`config.mk`:
```
export PLATFORM = sky130hd
export DESIGN_NAME = serial_add_seq
export DESIGN_NICKNAME = d
export VERILOG_FILES = /design/src/rtl/serial_add_seq.sv
export SDC_FILE = /design/constraint.sdc
export NUM_CORES = 1
export LEC_CHECK = 0
export BUFFER_PORTS_ARGS = -buffer_cell sky130_fd_sc_hd__buf_2
export CAP_MARGIN = 10
export CORE_MARGIN = 3
export CORE_UTILIZATION = 45
export DETAILED_ROUTE_END_ITERATION = 12
export PLACE_DENSITY_LB_ADDON = 0.15
export SETUP_SLACK_MARGIN = 0.05
export SLEW_MARGIN = 40
export SYNTH_ARGS = -nofsm -noshare
export SYNTH_HDL_FRONTEND = slang
export SYNTH_SLANG_ARGS = --single-unit
```
`constraint.sdc`:
```
create_clock -name clk -period 1.65 [get_ports clk]
set_input_delay 0 -clock clk [delete_from_list [all_inputs] [get_ports clk]]
set_output_delay 0 -clock clk [all_outputs]
set_load 0.005 [all_outputs]
```
`src/rtl/serial_add_seq.sv`:
```
// ---------------------------------------------------------------------------
// serial_add_seq
//
// Bit-serial adder sequencer.  A single 1-bit full adder (two half adders and
// an OR) is reused over WIDTH clocks to add two WIDTH-bit operands, LSB
// first, with a carry flop linking successive bits.
//
// Optional feature macro: SERIAL_SUB_EN
//   When defined, 'sub' selects A-B (two's complement: B inverted and the
//   carry seeded with 1).  When undefined, 'sub' is ignored and the block
//   always computes A+B.
//
// Parameters:
//   WIDTH  operand/result width, 2..16
//   CNT_W  bit-index counter width, 2**CNT_W >= WIDTH
//
// Ports:
//   clk      in   clock, rising edge
//   rst_n    in   synchronous active-low reset
//   start    in   request a new operation (accepted only in IDLE)
//   op_a     in   operand A, captured on the accepting edge
//   op_b     in   operand B, captured on the accepting edge
//   sub      in   subtract select (SERIAL_SUB_EN builds only)
//   busy     out  high while bits are being computed
//   done     out  one-cycle pulse, sum/cout valid
//   sum      out  registered result, held until next completion
//   cout     out  registered carry out of the MSB
//   bit_idx  out  index of bit in progress, 0 outside RUN
// ---------------------------------------------------------------------------
module serial_add_seq #(
    parameter int WIDTH = 8,
    parameter int CNT_W = 4
) (
    input  logic             clk,
    input  logic             rst_n,
    input  logic             start,
    input  logic [WIDTH-1:0] op_a,
    input  logic [WIDTH-1:0] op_b,
    input  logic             sub,
    output logic             busy,
    output logic             done,
    output logic [WIDTH-1:0] sum,
    output logic             cout,
    output logic [CNT_W-1:0] bit_idx
);

    typedef enum logic [1:0] {
        ST_IDLE = 2'd0,
        ST_RUN  = 2'd1,
        ST_DONE = 2'd2
    } state_t;

    state_t             r_state;
    state_t             w_state_next;

    logic [WIDTH-1:0]   r_sh_a;
    logic [WIDTH-1:0]   r_sh_b;
    logic [WIDTH-1:0]   r_res;
    logic               r_carry;
    logic [CNT_W-1:0]   r_cnt;
    logic [WIDTH-1:0]   r_sum;
    logic               r_cout;

    // Operand B and carry seed as loaded on the accepting edge
    logic [WIDTH-1:0]   w_b_load;
    logic               w_c_init;

`ifdef SERIAL_SUB_EN
    assign w_b_load = sub ? ~op_b : op_b;
    assign w_c_init = sub;
`else
    logic               w_sub_unused;
    assign w_sub_unused = sub;
    assign w_b_load     = op_b;
    assign w_c_init     = 1'b0;
`endif

    // Shared full adder: two half adders plus an OR for the carry
    logic w_p;
    logic w_g1;
    logic w_s;
    logic w_g2;
    logic w_carry_next;

    assign w_p          = r_sh_a[0] ^ r_sh_b[0];
    assign w_g1         = r_sh_a[0] & r_sh_b[0];
    assign w_s          = w_p ^ r_carry;
    assign w_g2         = w_p & r_carry;
    assign w_carry_next = w_g1 | w_g2;

    // Result fills from the top so it is LSB-aligned after WIDTH shifts
    logic [WIDTH-1:0]   w_res_next;
    logic               w_last;

    assign w_res_next = {w_s, r_res[WIDTH-1:1]};
    assign w_last     = (r_cnt == CNT_W'(WIDTH - 1));

    // ---------------- FSM: state register ----------------
    always_ff @(posedge clk) begin
        if (!rst_n) begin
            r_state <= ST_IDLE;
        end else begin
            r_state <= w_state_next;
        end
    end

    // ---------------- FSM: next-state logic ----------------
    always_comb begin
        w_state_next = r_state;
        case (r_state)
            ST_IDLE: if (start)  w_state_next = ST_RUN;
            ST_RUN:  if (w_last) w_state_next = ST_DONE;
            ST_DONE: w_state_next = ST_IDLE;
            default: w_state_next = ST_IDLE;
        endcase
    end

    // ---------------- FSM: outputs ----------------
    always_comb begin
        busy    = 1'b0;
        done    = 1'b0;
        bit_idx = '0;
        case (r_state)
            ST_RUN: begin
                busy    = 1'b1;
                bit_idx = r_cnt;
            end
            ST_DONE: done = 1'b1;
            default: ;
        endcase
    end

    // ---------------- Datapath ----------------
    always_ff @(posedge clk) begin
        if (!rst_n) begin
            r_sh_a  <= '0;
            r_sh_b  <= '0;
            r_res   <= '0;
            r_carry <= 1'b0;
            r_cnt   <= '0;
            r_sum   <= '0;
            r_cout  <= 1'b0;
        end else begin
            case (r_state)
                ST_IDLE: begin
                    if (start) begin
                        r_sh_a  <= op_a;
                        r_sh_b  <= w_b_load;
                        r_carry <= w_c_init;
                        r_cnt   <= '0;
                        r_res   <= '0;
                    end
                end
                ST_RUN: begin
                    r_sh_a  <= r_sh_a >> 1;
                    r_sh_b  <= r_sh_b >> 1;
                    r_carry <= w_carry_next;
                    r_res   <= w_res_next;
                    r_cnt   <= r_cnt + CNT_W'(1);
                    // Publish only on the final bit so sum/cout stay stable during RUN
                    if (w_last) begin
                        r_sum  <= w_res_next;
                        r_cout <= w_carry_next;
                    end
                end
                default: ;
            endcase
        end
    end

    assign sum  = r_sum;
    assign cout = r_cout;

endmodule

```
==> flow_metrics.env <==
export IMPL_ys_flop_type="dfxtp_1"
export IMPL_dr_wl_met3_um=128
export IMPL_grt_ovfl_total=0
export IMPL_nFillCells=333
export IMPL_synth_area_um2=1695
export IMPL_min_path_cells=3
export IMPL_min_to="r_sh_a[5]$_SDFFE_PN0P_"
export IMPL_grt_pass1_wl_mm=6.147
export IMPL_required_ps=1860
export IMPL_syn_inst=182
export IMPL_fmax_mhz=711.8
export IMPL_clk_path_buf_depth=2
export IMPL_syn_num_nets=204
export IMPL_async_flop_share=0
export IMPL_synth_top_area_cell="dfxtp_1"
export IMPL_min_period_ps=1405
export IMPL_fin_total_pwr_uw=1889
export IMPL_wl_met1_mm=1.703
export IMPL_hold_viol=0
export IMPL_grt_pass1_vias=1330
export IMPL_cp_start_kind="register"
export IMPL_pwr_share_seq=0.534
export IMPL_antenna_cells=0
export IMPL_utilization=0.5646
export IMPL_die_w_um=67.38
export IMPL_clk_pin_slew_ps=80
export IMPL_combPwrFrac=0.097
export IMPL_htree_levels=2
export IMPL_yosysWarnings=0
export IMPL_drt_initial_drc_count=66
export IMPL_avgSynthCellArea_um2=9.315
export IMPL_cap_violations=0
export IMPL_power_internal_uw=1444
export IMPL_holdWs_ps=21.45
export IMPL_setup_violations=0
export IMPL_worstRegToRegCells=3
export IMPL_viasPerCell=5.378
export IMPL_cts_root_buf="clkbuf_8"
export IMPL_synth_edf_count=0
export IMPL_slew_viol_final=0
export IMPL_area_growth_syn_to_layout_pct=15.50
export IMPL_synth_top_area_frac=0.4605
export IMPL_vias=1393
export IMPL_crit_arrival_ps=1620
export IMPL_place_area_um2=1854
export IMPL_gp_congestion=0.7188
export IMPL_ios=35
export IMPL_design_area_um2=1958
export IMPL_wirelength_mm=3.520
export IMPL_core_um2=3468
export IMPL_critPathKind="register to register"
export IMPL_ir_worst_vdd_uv=604.4
export IMPL_io_buffers=33
export IMPL_routed_top_layer="met4"
export IMPL_rrSetupSlack_ps=250
export IMPL_numClockSinks=39
export IMPL_power_density_nw_per_um2=964.5
export IMPL_rows=21
export IMPL_firstDrtPassIters=4
export IMPL_power_switching_uw=445.1
export IMPL_antenna_left=0
export IMPL_initial_core_util=0.4888
export IMPL_p_clk_frac=0.369
export IMPL_path_max_fanout=10
export IMPL_worstSkewPairLatency_ps=280
export IMPL_synth_area_top_cells="dfxtp_1, mux2i_1, o2bb2ai_1, nand2_1, a22o_1"
export IMPL_post_cts_resized=0
export IMPL_clock_skew_ps=6.576
export IMPL_end_kind="register"
export IMPL_max_slew_margin=0.6691
export IMPL_drive_gt1_frac=0.2300
export IMPL_yosysMostFrequentCell="dfxtp_1"
export IMPL_wire_per_inst_um=13.59
export IMPL_fin_nets=234
export IMPL_p_leak_uw=0.0008135
export IMPL_switching_share=0.2357
export IMPL_dpl_hpwl_mm=2.431
export IMPL_hp_start="op_a[5]"
export IMPL_die_height_um=67.38
export IMPL_wl_met2_mm=1.659
export IMPL_outcome="finished, final reports clean"
export IMPL_fin_tns_setup_ps=0
export IMPL_postCtsSetupBuffers=0
export IMPL_die_area_um2=4540
export IMPL_synthDistinctLibCells=33
export IMPL_grt_max_degree=27
export IMPL_cts_tree="built"
export IMPL_synth_seq_area_share=0.4605
export IMPL_ctsHoldBuffers=0
export IMPL_post_route_period_util=0.8514
export IMPL_r2r_end="cout$_SDFFE_PN0P_"
export IMPL_grtUsageTotal=0.1779
export IMPL_yosys_register_bits=39
export IMPL_min_delay_path_class="input pin to register"
export IMPL_route_detailed_drc=0
export IMPL_cts_made_buffers=5
export IMPL_worst_pin_slew_ps=495.8
export IMPL_register_area_um2=780.7
export IMPL_r2r_start="r_state[0]$_SDFFE_PN0P_"
export IMPL_antenna_found_initial=0
export IMPL_rsz0062_at_grt="false"
export IMPL_multi_input_area_um2=790.8
export IMPL_synth_common_cells="dfxtp_1, nand2_1, o21ai_0, a21oi_1, nor2_1"
how the worst max path moves through the flow:
stage / start / endpoint / slack [ps]
2_1_floorplan: r_state[0]$_SDFFE_PN0P_ / cout$_SDFFE_PN0P_ / 400
3_3_place_gp: r_state[0]$_SDFFE_PN0P_ / cout$_SDFFE_PN0P_ / 340
3_5_place_dp: r_state[0]$_SDFFE_PN0P_ / sum[7]$_SDFFE_PN0P_ / 280
4_1_cts: r_state[0]$_SDFFE_PN0P_ / cout$_SDFFE_PN0P_ / 230
5_1_grt: r_state[0]$_SDFFE_PN0P_ / sum[2]$_SDFFE_PN0P_ / 150
6_report: r_state[0]$_SDFFE_PN0P_ / cout$_SDFFE_PN0P_ / 250
critical path: stages (launching register included):
cell and delay, ps:
dfxtp_1 440, nor2b_4 270, and4b_4 400, mux2i_1 220
sequential cells by signal, summed over array words and instances, names as in the netlist:
register / flops
r_carry: 1
r_res: 7
r_state: 2
r_sh_a: 8
cout: 1
sum: 8
r_sh_b: 8
r_cnt: 4
placed cells by master (no fill, tap or decap):
master      instances
o311ai_0            1
nand4_1             1
o211a_1             1
and2_1              6
buf_4               6
clkbuf_8            7
a31oi_1             1
and4_1              1
nand2_1            22
a22o_1              9
nor2b_1             4
o21ba_1             1
and4b_4             1
o311a_1             1
a21oi_1            14
o2bb2ai_1          11
nand3_1             1
o32ai_1             1
dfxtp_1            39
o21a_1              2
buf_2              33
inv_1               4
o22ai_1             3
fa_1                1
nand2b_1            2
nor2_1             12
clkinvlp_4          1
o21ai_0            15
mux2i_1            10
ha_1                1
nor2b_4             1
metrics by stage:
stage / std cells / setup slack, ps
global route: 259 / 151.8
floorplan: 182 / 396.0
finish: 259 / 245.2
global placement: 251 / 340.0
detailed placement: 251 / 279.0
CTS: 259 / 234.4
power groups by stage:
| stage | Sequential [µW] | Clock (µW) | Combinational (µW) |
|---|---|---|---|
| 3_3_place_gp | 1030 | 0 | 176 |
| 3_5_place_dp | 1030 | 0 | 183 |
| 5_1_grt | 1010 | 765 | 209 |
| 6_report | 1010 | 697 | 183 |
| 2_1_floorplan | 1020 | 0 | 139 |
| 4_1_cts | 1010 | 718 | 184 |
layer usage:
metal  vias up  global-route usage
met1       658              0.2443
met4         0             0.07595
met2        28              0.2638
met3         4             0.04493
li1        703                   -
met5         -                   0
area by class of cell:
type                       instances  area share
multi-input combinational        123      0.4038
tap                               46     0.02939
clock buffer                       7     0.04920
clock inverter                     1    0.003834
sequential                        39      0.3987
inverter                           4    0.007668
timing repair buffer              39      0.1073
cells by family after synthesis:
| group | Yosys count | synth area share |
|---|---|---|
| and+or+nand+nor | 51 | 0.1476 |
| DFF | 39 | 0.4605 |
| muxes | 10 | 0.05904 |
| AOI/OAI and AO/OA | 60 | 0.2406 |
| adders and majority gates | 2 | 0.01919 |
| buffers and inverters | 20 | 0.07306 |
Power figures use the tool's default switching activity.
